File: src/rtl/xps2_tx.sv
// PS/2 host-to-device transmitter: inhibits the bus, issues a request-to-send,
// shifts a command byte out on device clock falls and checks the device ACK.
module xps2_tx #(
   parameter int INHIBIT_CYCLES = 5000,
   parameter int TIMEOUT_CYCLES = 750000
) (
   input  logic       clk,
   input  logic       rst,
   input  logic [7:0] tx_data,
   input  logic       tx_valid,
   output logic       tx_ready,
   output logic       tx_done,
   output logic       tx_err,
   input  logic       ps2_clk_in,
   input  logic       ps2_data_in,
   output logic       ps2_clk_oe,
   output logic       ps2_data_oe,
   output logic [2:0] state_dbg
);

   localparam int MAX_CYC = (INHIBIT_CYCLES > TIMEOUT_CYCLES) ? INHIBIT_CYCLES : TIMEOUT_CYCLES;
   localparam int CNT_W   = $clog2(MAX_CYC + 1);
   localparam logic [CNT_W-1:0] INH_LAST = CNT_W'(INHIBIT_CYCLES - 1);
   localparam logic [CNT_W-1:0] INH_PRE  = CNT_W'(INHIBIT_CYCLES - 2);
   localparam logic [CNT_W-1:0] TO_LAST  = CNT_W'(TIMEOUT_CYCLES - 1);

   typedef enum logic [2:0] {
      S_IDLE      = 3'd0,
      S_INHIBIT   = 3'd1,
      S_REQ       = 3'd2,
      S_XFER      = 3'd3,
      S_ACK       = 3'd4,
      S_WAIT_IDLE = 3'd5
   } state_t;

   state_t           state, state_n;
   logic [CNT_W-1:0] cnt, cnt_n;
   logic [3:0]       bit_idx, bit_n;
   logic [7:0]       byte_q, byte_n;
   logic             par_q, par_n;
   logic             clk_oe_q, clk_oe_n;
   logic             data_oe_q, data_oe_n;
   logic             done_q, done_n;
   logic             err_q, err_n;

   logic clk_meta, clk_s, clk_prev;
   logic data_meta, data_s;
   logic fall;

   // Synchronizers idle high, matching a released open-drain bus.
   always_ff @(posedge clk or negedge rst) begin
      if (!rst) begin
         clk_meta  <= 1'b1;
         clk_s     <= 1'b1;
         clk_prev  <= 1'b1;
         data_meta <= 1'b1;
         data_s    <= 1'b1;
      end else begin
         clk_meta  <= ps2_clk_in;
         clk_s     <= clk_meta;
         clk_prev  <= clk_s;
         data_meta <= ps2_data_in;
         data_s    <= data_meta;
      end
   end

   assign fall = clk_prev & ~clk_s;

   always_ff @(posedge clk or negedge rst) begin
      if (!rst) begin
         state     <= S_IDLE;
         cnt       <= '0;
         bit_idx   <= '0;
         byte_q    <= '0;
         par_q     <= 1'b0;
         clk_oe_q  <= 1'b0;
         data_oe_q <= 1'b0;
         done_q    <= 1'b0;
         err_q     <= 1'b0;
      end else begin
         state     <= state_n;
         cnt       <= cnt_n;
         bit_idx   <= bit_n;
         byte_q    <= byte_n;
         par_q     <= par_n;
         clk_oe_q  <= clk_oe_n;
         data_oe_q <= data_oe_n;
         done_q    <= done_n;
         err_q     <= err_n;
      end
   end

   always_comb begin
      state_n   = state;
      cnt_n     = cnt;
      bit_n     = bit_idx;
      byte_n    = byte_q;
      par_n     = par_q;
      clk_oe_n  = clk_oe_q;
      data_oe_n = data_oe_q;
      done_n    = 1'b0;
      err_n     = 1'b0;

      case (state)
         S_IDLE: begin
            clk_oe_n  = 1'b0;
            data_oe_n = 1'b0;
            if (tx_valid) begin
               byte_n    = tx_data;
               par_n     = ~^tx_data;
               cnt_n     = '0;
               bit_n     = '0;
               clk_oe_n  = 1'b1;
               data_oe_n = (INHIBIT_CYCLES == 1);
               state_n   = S_INHIBIT;
            end
         end

         S_INHIBIT: begin
            clk_oe_n = 1'b1;
            if (cnt == INH_LAST) begin
               clk_oe_n  = 1'b0;
               data_oe_n = 1'b1;
               cnt_n     = '0;
               state_n   = S_REQ;
            end else begin
               cnt_n = cnt + 1'b1;
               // Start bit goes low one cycle before the clock is released.
               if (cnt == INH_PRE) data_oe_n = 1'b1;
            end
         end

         S_REQ: begin
            if (fall) begin
               data_oe_n = ~byte_q[0];
               bit_n     = '0;
               state_n   = S_XFER;
            end
         end

         S_XFER: begin
            if (fall) begin
               if (bit_idx < 4'd7) begin
                  bit_n     = bit_idx + 4'd1;
                  data_oe_n = ~byte_q[bit_n[2:0]];
               end else if (bit_idx == 4'd7) begin
                  bit_n     = 4'd8;
                  data_oe_n = ~par_q;
               end else begin
                  data_oe_n = 1'b0;
                  state_n   = S_ACK;
               end
            end
         end

         S_ACK: begin
            if (fall) begin
               if (!data_s) begin
                  state_n = S_WAIT_IDLE;
               end else begin
                  err_n   = 1'b1;
                  state_n = S_IDLE;
               end
            end
         end

         S_WAIT_IDLE: begin
            if (clk_s && data_s) begin
               done_n  = 1'b1;
               state_n = S_IDLE;
            end
         end

         default: state_n = S_IDLE;
      endcase

      // Watchdog between device clock falls; a completed transfer takes precedence.
      if (state == S_REQ || state == S_XFER || state == S_ACK || state == S_WAIT_IDLE) begin
         if (fall) begin
            cnt_n = '0;
         end else if (cnt == TO_LAST && !done_n) begin
            clk_oe_n  = 1'b0;
            data_oe_n = 1'b0;
            err_n     = 1'b1;
            state_n   = S_IDLE;
         end else begin
            cnt_n = cnt + 1'b1;
         end
      end
   end

   assign tx_ready    = (state == S_IDLE);
   assign tx_done     = done_q;
   assign tx_err      = err_q;
   assign ps2_clk_oe  = clk_oe_q;
   assign ps2_data_oe = data_oe_q;
   assign state_dbg   = state;

endmodule

File: config.mk
export PLATFORM = sky130hd
export DESIGN_NAME = xps2_tx
export DESIGN_NICKNAME = d
export VERILOG_FILES = /design/src/rtl/xps2_tx.sv
export SDC_FILE = /design/constraint.sdc
export NUM_CORES = 1
export LEC_CHECK = 0
export ABC_AREA = 1
export BUFFER_PORTS_ARGS = -buffer_cell sky130_fd_sc_hd__buf_2
export CAP_MARGIN = 20
export CORE_ASPECT_RATIO = 0.5
export CORE_MARGIN = 8
export CORE_UTILIZATION = 65
export CTS_CLUSTER_DIAMETER = 30
export DETAILED_ROUTE_END_ITERATION = 10
export GPL_TIMING_DRIVEN = 0
export HOLD_SLACK_MARGIN = 0.12
export PLACE_DENSITY = 0.92
export SYNTH_ARGS = -nofsm -noshare
export SYNTH_HDL_FRONTEND = slang
export SYNTH_SLANG_ARGS = --single-unit
File: constraint.sdc
create_clock -name clk -period 2.7 [get_ports clk]
set_input_delay 0.27 -clock clk [delete_from_list [all_inputs] [get_ports clk]]
set_output_delay 0.27 -clock clk [all_outputs]
set_load 0.1 [all_outputs]
## Yosys cells after proc, flatten, opt, wreduce, memory -nomap -nowiden

Cells that the tools add are included.

| operators by class | value |
|---|---|
| add/sub/neg operators | 2 |
| magnitude comparators | 2 |
| eq/ne operators | 13 |
| muxes and demuxes | 51 |
| bitwise operators | 5 |
| reduce and logical (&&, ||, !) cells | 11 |

Operators by type and width:

| cell | count |
|---|---|
| $mux W20 | 5 |
| $eq A20 B13 Y1 const B | 2 |
| $pmux W20 S2 | 1 |
| $mux W3 | 12 |
| $mux W1 | 23 |
| $add A20 B1 Y20 const B | 1 |
| $eq A20 B20 Y1 const B | 1 |
| $mux W4 | 5 |
| $pmux W3 S6 | 1 |
| $pmux W4 S3 | 1 |
| $reduce_xnor A8 Y1 | 1 |
| $eq A3 B2 Y1 const B | 2 |
| $eq A3 B3 Y1 const B | 2 |
| $ne A2 B2 Y1 const B | 3 |
| $reduce_and A5 Y1 | 1 |
| $add A4 B1 Y4 const B | 1 |
| $eq A4 B3 Y1 const B | 1 |
| $lt A3 B4 Y1 const B | 1 |
| $lt A4 B3 Y1 const B | 1 |
| $not A1 Y1 | 4 |
| $pmux W1 S4 | 1 |
| $bmux W1 S3 | 1 |
| $eq A3 B1 Y1 const B | 1 |
| $logic_not A3 Y1 | 1 |
| other kinds (8) | 11 |

| storage, ports and cells | value |
|---|---|
| flip-flop bits (word level) | 45 |
| input port bits | 13 |
| output and inout bits | 8 |

## Depth between registers and ports, before layout

Gate-level depths: netlist of run 1.

| logic depth | value |
|---|---|
| depth after elaboration | 10 |
| gate-level depth with buffers | 13 |
| mapped depth without buffers | 13 |

## Worst setup path before layout of run 1

Ideal clock, no wire load.

| path | value |
|---|---|
| path type | reg-to-reg |
| from | register state[1], in the netlist state_dbg[1] |
| to | register cnt[13] |
| arrival | 2.427 ns |
| data required time | 2.635 ns |
| setup slack | 0.208 ns |
| cell stages (with the launch flop) | 10 |
| buffers on the path | 1 |
| period minus slack after synthesis | 2.492 ns |
| path through | dfrtp_1 buf_4 inv_2 ha_1 inv_1 nor2_2 inv_1 nor2_1 nand2_1 nand2_1 |

| between the ends | value |
|---|---|
| word-level cells in the longest chain between the ends | 7 |
| elaborated cells between the ends (all ways) | 16 |
| those cells by class | eq/ne: 5; mux: 5; reduce/logical: 6 |

RTL lines:

| item | RTL line | text |
|---|---|---|
| start: declaration | 36 | `state_t state, state_n;` |
| start signal: assignment | 81 | `state <= state_n;` |
| $eq A3 B3 Y1 | 104, 178 |  |
| $mux W1 | 104 | `case (state)` |
| $logic_not A1 Y1 | 181 | `end else if (cnt == TO_LAST && !done_n) begin` |
| $logic_and A1 B1 Y1 | 181 |  |
| $mux W20 | 181 |  |
| $mux W20 | 179 | `if (fall) begin` |
| $mux W20 (*) | 178 | `if (state == S_REQ \|\| state == S_XFER \|\| state == S_ACK \|\| state == S_WAIT_IDLE) begin` |
| net cnt_n[13] | 37 | `logic [CNT_W-1:0] cnt, cnt_n;` |
| end signal: assignment | 82 | `cnt <= cnt_n;` |
| end: declaration | 37 |  |

Mark *: on every way through the listed nets, which the timed path passes. The rest lies on a longest branch.
A chain may end at the register's enable or synchronous reset.

## Worst setup path in the final report of run 1

| path | value |
|---|---|
| from | register state[1], in the netlist state_dbg[1] |
| to | register cnt[18] |

The elaborated chain is that of the path after synthesis.

==> results.yml, run 1 <==
sta:
  post-route-min-period_ns: 2.47
  fin_skew_ns: 0.00648
  rsz0062_at_grt: "no"
  fmax_mhz: 405
  maxSlewViolCount: 0
  max_slew_margin_pct: 58.3
  fin_crit_sh_pct: 91.5
  finalSetupViolCount: 0
  tns_ns: 0
  finalHoldViolations: 0
  worst_slew_pin_slew_ns: 0.623
  timing.final.ws_setup_ns: 0.229
clock_tree:
  insertion_delay_ns: 0.31
  cts_resized: 0
  cts_sinks: 45
  cts_tree: "yes"
  clockBufferDepth: 2
  cts_root_buf: "clkbuf_8"
  cts-buffers-inserted: 5
  path_clk_slew_ns: 0.10
  cts.htree.levels: 2
placed_design:
  dp.cells: 540
  portBuffers: 20
  detailed_place_hpwl_um: 5510
  place.gp.congestion: 1.01
  place_area_um2: 3290
  pre_cts_ws_ns: 0.356
floorplan:
  die_h_um: 64.9
  die_width_um: 114
  die-area_um2: 7390
  start_util_pct: 69.0
  rows: 17
  design.portCount: 21
  core_area_um2: 4510
final_layout:
  final_area_um2: 3470
  fillerInstances: 334
  finalNetCount: 504
  antenna_cells: 0
  syn_to_final_growth_pct: 11.5
  multi_input_area_um2: 1700
  postLayoutCoreUtil_pct: 76.9
  layout-drive-gt1-share_pct: 14.2
  finalNonFillerCells: 552
  regArea_um2: 1130
detailed_routing:
  routed_wirelength_um: 7740
  antenna_left: 0
  drt_iter0_markers: 207
  routedWlPerCell_um: 14.0
  drc: 0
  via_per_inst: 5.58
  firstDrtPassIters: 5
  vias: 3078
grt:
  antenna_found_initial: 0
  gr-total-overflow: 0
  grt_usage_pct: 21.2
  grt_max_degree: 46
  grt_first_pass_wirelength_um: 12700
  first_global_vias: 2841
worst_setup_path:
  crit_cells: 9
  slowest_delay_ns: 0.48
  cp_top_family: "simple AND/OR/NAND/NOR gates"
  crit_path_start_kind: "flip-flop"
  critical_path_arrival_ns: 2.72
  critPathRequiredTime_ns: 2.95
  r2r_cells: 9
  worst_path_max_delay_cell: "ha_1"
  cp_max_fo: 8
  regToRegSetupSlack_ns: 0.23
  cp-end-kind: "flip-flop"
  reg2reg_to: "cnt[18]"
  worstPathCellList: "buf_4, inv_2, ha_1, inv_1, nor2_2, inv_1, nor2_1, nand2_1, nand2_1"
  regToRegStartpoint: "state_dbg[1]"
  critical_path_class: "reg -> reg"
  path_buf_inv: 4
synthesis:
  synth.most_common_cell: "nand2_1"
  seq_area_frac_synth_pct: 36.4
  async_flop_share_pct: 100
  synth_nets: 473
  post-synth-top-area-fraction_pct: 32.2
  synth_area_leader_cell: "dfrtp_1"
  yosysUniqueCellTypes: 37
  yosys_most_used_dff: "dfrtp_1"
  yosys-top-cells-area: "dfrtp_1 32%, nand2_1 19%, inv_1 6.3%, nor2_1 5.2%, nand3_1 4.5%"
  syn_area_um2: 3110
  synth_commonest_cells: "154 x nand2_1, 52 x inv_1, 43 x nor2_1, 40 x dfrtp_1, 28 x nand3_1"
  ys_warn_count: 0
  synth_edf_count: 0
  syn_area_per_cell_um2: 6.85
  synthCells: 454
  synth-seq-cells: 45
flow_run:
  drv_cap: 0
worst_hold_path:
  min_from: "tx_data[1]"
  worstHoldEndpoint: "byte_q[1]"
  hold_depth: 3
  hold_path_class: "in -> reg"
run_status:
  status: "complete, no violations"
power_and_ir_drop:
  leakagePower_nw: 1.70
  power.ir.vdd_worst_mv: 0.319
  power_density_nw_per_um2: 382
metal layers:
layer	wire length [um]	GRT usage, %
met5	0	0
met3	690	4.06
met2	3520	34.8
met4	152	8.37
met1	3380	27.3
registers in the layout, indices dropped and copies added (netlist names), 3 cells and up:
| name | count |
|---|---|
| cnt | 20 |
| bit_idx | 4 |
| byte_q | 8 |
| state_dbg | 3 |
per-stage QoR:
| step | total power, mW | hold WS [ns] |
|---|---|---|
| after detailed placement | 0.778 | 0.348 |
| final | 1.33 | 0.182 |
| after floorplan | 0.744 | -0.0256 |
| after CTS | 1.32 | 0.149 |
| after global placement | 0.776 | 0.346 |
| after global routing | 1.36 | 0.193 |
power by group:
part           switching [mW]  internal (mW)  leakage (nW)
clock network           0.268          0.283        0.0591
registers             0.00566          0.690         0.552
logic                  0.0455         0.0328          1.09
total                   0.320           1.01          1.70
tightest hold or removal path: stages:
cell and delay [ns]:
buf_2 0.09, nand2_1 0.05, o21ai_0 0.06
worst max path at each step:
stage | startpoint | to | slack (ns)
2_1_floorplan | state_dbg[1] | cnt[13] | 0.21
3_3_place_gp | state_dbg[1] | cnt[18] | 0.33
3_5_place_dp | state_dbg[1] | cnt[13] | 0.36
4_1_cts | state_dbg[1] | cnt[18] | 0.31
5_1_grt | state_dbg[1] | cnt[13] | 0.11
6_report | state_dbg[1] | cnt[18] | 0.23
cells in the final DEF (no fill, tap or decap), types with 2 or more instances in the layout:
cell type	count
dfrtp_1	40
clkbuf_8	5
xor2_1	10
buf_4	4
nand2_2	3
nand3_1	28
nand3_2	2
nor2_2	5
dlygate4sd3_1	3
nand2_1	154
inv_2	6
nand2_4	3
ha_1	6
a31oi_1	2
buf_2	21
a21oi_1	9
inv_6	2
dfstp_2	5
nor3_1	3
nand4_1	12
nor2_1	43
nor2_4	2
o21ai_1	17
o21ai_0	24
nor3_2	3
xnor2_1	6
clkbuf_1	2
inv_1	52
final cells by class:
type	instances	area share, %
clock buffer	5	1.98
clock inverter	3	1.37
tap	66	2.38
timing repair buffer	24	4.55
multi-input combinational	342	49.1
sequential	45	32.7
buffer	8	1.55
inverter	59	6.39
kinds of logic after synthesis:
kind of cell,share of synthesized area [%]
adders and majority gates,2.41
buffers and inverters,8.85
and+or+nand+nor,37.9
DFF,36.4
AOI/OAI and AO/OA,9.98
xor gates and xnor gates,4.51
what timing repair did:
item,4_1_cts,5_1_grt
buffers inserted,0,0
endpoints found under the hold margin,2,18
hold buffers,2,1
Power figures use the tool's default switching activity.
==> run 2: changes to the inputs <==
Settings changed: ABC_AREA 1 to 0, CORE_UTILIZATION 65 to 64.
==> results.yml, run 2 <==
worst_setup_path:
  regToRegStartpoint: "cnt[6]"
  cp_top_family: "simple AND/OR/NAND/NOR gates"
  worstPathCellList: "or4b_1, or2_1, o41ai_4, buf_4, nand2_4, a31o_1, nor3_1"
  path_buf_inv: 1
  slowest_delay_ns: 0.60
  cp_max_fo: 9
  critical_path_class: "reg -> reg"
  worst_path_max_delay_cell: "or4b_1"
  r2r_cells: 7
  critPathRequiredTime_ns: 2.91
  critical_path_arrival_ns: 2.81
  crit_path_start_kind: "flip-flop"
  reg2reg_to: "cnt[19]"
  regToRegSetupSlack_ns: 0.1
  cp-end-kind: "flip-flop"
final_layout:
  top_register: "cnt"
  final_cell_mix: "37 x dfrtp_1, 21 x a21oi_1, 21 x buf_2"
  layout_commonest_cell: "dfrtp_1"
  layout-drive-gt1-share_pct: 22.3
  finalNetCount: 305
  finalNonFillerCells: 342
  reg.largest.list: "cnt x20, byte_q x8, bit_idx x4"
  largest_reg_flops: 20
  syn_to_final_growth_pct: 15.4
flow_run:
  drv_cap: 0
floorplan:
  die_width_um: 105
  rows: 16
  die_h_um: 60.4
  die-area_um2: 6330
  start_util_pct: 65.7
  design.portCount: 21
  core_area_um2: 3840
power_and_ir_drop:
  power_density_nw_per_um2: 438
  leakagePower_nw: 1.25
  power.ir.vdd_worst_mv: 0.230
  power.total_mw: 1.27
synthesis:
  yosysUniqueCellTypes: 55
  syn_area_um2: 2520
  yosys-top-cells-area: "dfrtp_1 40%, dfstp_2 5.2%, mux2_2 4.5%, a21oi_1 4.2%, ha_1 3.0%"
  synth.most_common_cell: "dfrtp_1"
  synth_area_leader_cell: "dfrtp_1"
  synth_edf_count: 0
  syn_area_per_cell_um2: 9.94
  yosys_most_used_dff: "dfrtp_1"
  async_flop_share_pct: 100
  seq_area_frac_synth_pct: 44.8
  synthCells: 254
  synth_nets: 273
  synth_commonest_cells: "40 x dfrtp_1, 21 x a21oi_1, 20 x nand2_1, 13 x nand3_1, 13 x nor2_1"
  ys_warn_count: 0
  post-synth-top-area-fraction_pct: 39.6
  synth-seq-cells: 45
clock_tree:
  cts_root_buf: "clkbuf_8"
  clockBufferDepth: 2
  cts_tree: "yes"
  cts-buffers-inserted: 5
  cts.htree.levels: 2
  insertion_delay_ns: 0.30
  cts_sinks: 45
  path_clk_slew_ns: 0.09
grt:
  gr-total-overflow: 0
  grt_usage_pct: 20.7
  use_met3_pct: 5.72
  top_usage_layer: "met2"
  met1_usage_pct: 22.6
  first_global_vias: 2237
  grt_first_pass_wirelength_um: 10600
  antenna_found_initial: 0
  met2_usage_pct: 37.7
  grt_max_degree: 46
sta:
  worst_slew_pin_slew_ns: 0.933
  fin_skew_ns: 0.0119
  fin_crit_sh_pct: 96.4
  max_slew_margin_pct: 37.2
  maxSlewViolCount: 0
  finalSetupViolCount: 0
  fmax_mhz: 384
  whs_ns: 0.229
  finalHoldViolations: 0
  rsz0062_at_grt: "no"
  post-route-min-period_ns: 2.60
worst_hold_path:
  min_from: "tx_data[1]"
  hold_depth: 2
  worstHoldEndpoint: "byte_q[1]"
  hold_path_class: "in -> reg"
run_status:
  status: "complete, no violations"
placed_design:
  detailed_place_hpwl_um: 4210
  place.gp.congestion: 0.888
  portBuffers: 20
  dp.cells: 328
detailed_routing:
  via_per_inst: 6.76
  drc: 0
  vias: 2312
  routed_wirelength_um: 6510
  antenna_left: 0
  firstDrtPassIters: 5
  routedWlPerCell_um: 19.0
  drt_iter0_markers: 231
-- run 2: cell families after synthesis --
logic type	share of synthesized area (%)
flip-flops	44.8
multiplexers	6.64
AND/OR/NAND/NOR	21.0
AO/OA/AOI/OAI	19.2
adder cells (fa/ha/maj)	2.97
XOR/XNOR	3.12
buffers and inverters	2.18
-- run 2: cell type report --
class	instances	area (um^2)
Multi-Input combinational cell	195	1360
Sequential cell	45	1140
Fill cell	244	931
Timing Repair Buffer	27	173
Clock buffer	6	82.6
Tap cell	54	67.6
Clock inverter	2	37.5
Buffer	6	27.5
Inverter	6	26.3
Antenna cell	1	2.50
-- run 2: timing repair --
item | in CTS | in global routing
setup endpoints to repair | 7 | 9
hold buffers | 2 | 1
endpoints found under the hold margin | 2 | 40
pin swaps | 1 | 0
gates resized for setup | 1 | 4
buffers inserted | 3 | 0
-- run 2: routing by layer --
metal  wire length [um]  vias up
li1                   -     1024
met1               2520     1117
met2               3240      145
met3                532       26
met4                218        0
met5                  0        -
-- run 2: power breakdown --
group	total, mW	internal [mW]	switching (mW)
Clock	0.537	0.301	0.236
Combinational	0.0547	0.0252	0.0295
Sequential	0.683	0.680	0.00310
Total	1.27	1.01	0.268
-- run 2: through the flow --
| stage | setup TNS [ns] | utilization [%] | setup slack, ns | cell area, um^2 |
|---|---|---|---|---|
| floorplan | 0 | - | 0.0379 | 2530 |
| global placement | 0 | 70.2 | 0.0948 | 2700 |
| detailed placement | -0.0151 | 70.2 | -0.0151 | 2700 |
| CTS | 0 | 74.6 | 0.123 | 2870 |
| global route | 0 | 75.7 | 0.0224 | 2910 |
| finish | 0 | 75.8 | 0.0963 | 2910 |
-- run 2: worst max-delay path by stage --
| stage | start | to | slack (ns) | cells after the start |
|---|---|---|---|---|
| 2_1_floorplan | state_dbg[1] | ps2_clk_oe | 0.04 | 8 |
| 3_3_place_gp | cnt[6] | cnt[5] | 0.09 | 7 |
| 3_5_place_dp | cnt[6] | cnt[5] | -0.02 | 7 |
| 4_1_cts | state_dbg[2] | cnt[16] | 0.12 | 8 |
| 5_1_grt | cnt[6] | cnt[18] | 0.02 | 7 |
| 6_report | cnt[6] | cnt[19] | 0.1 | 7 |
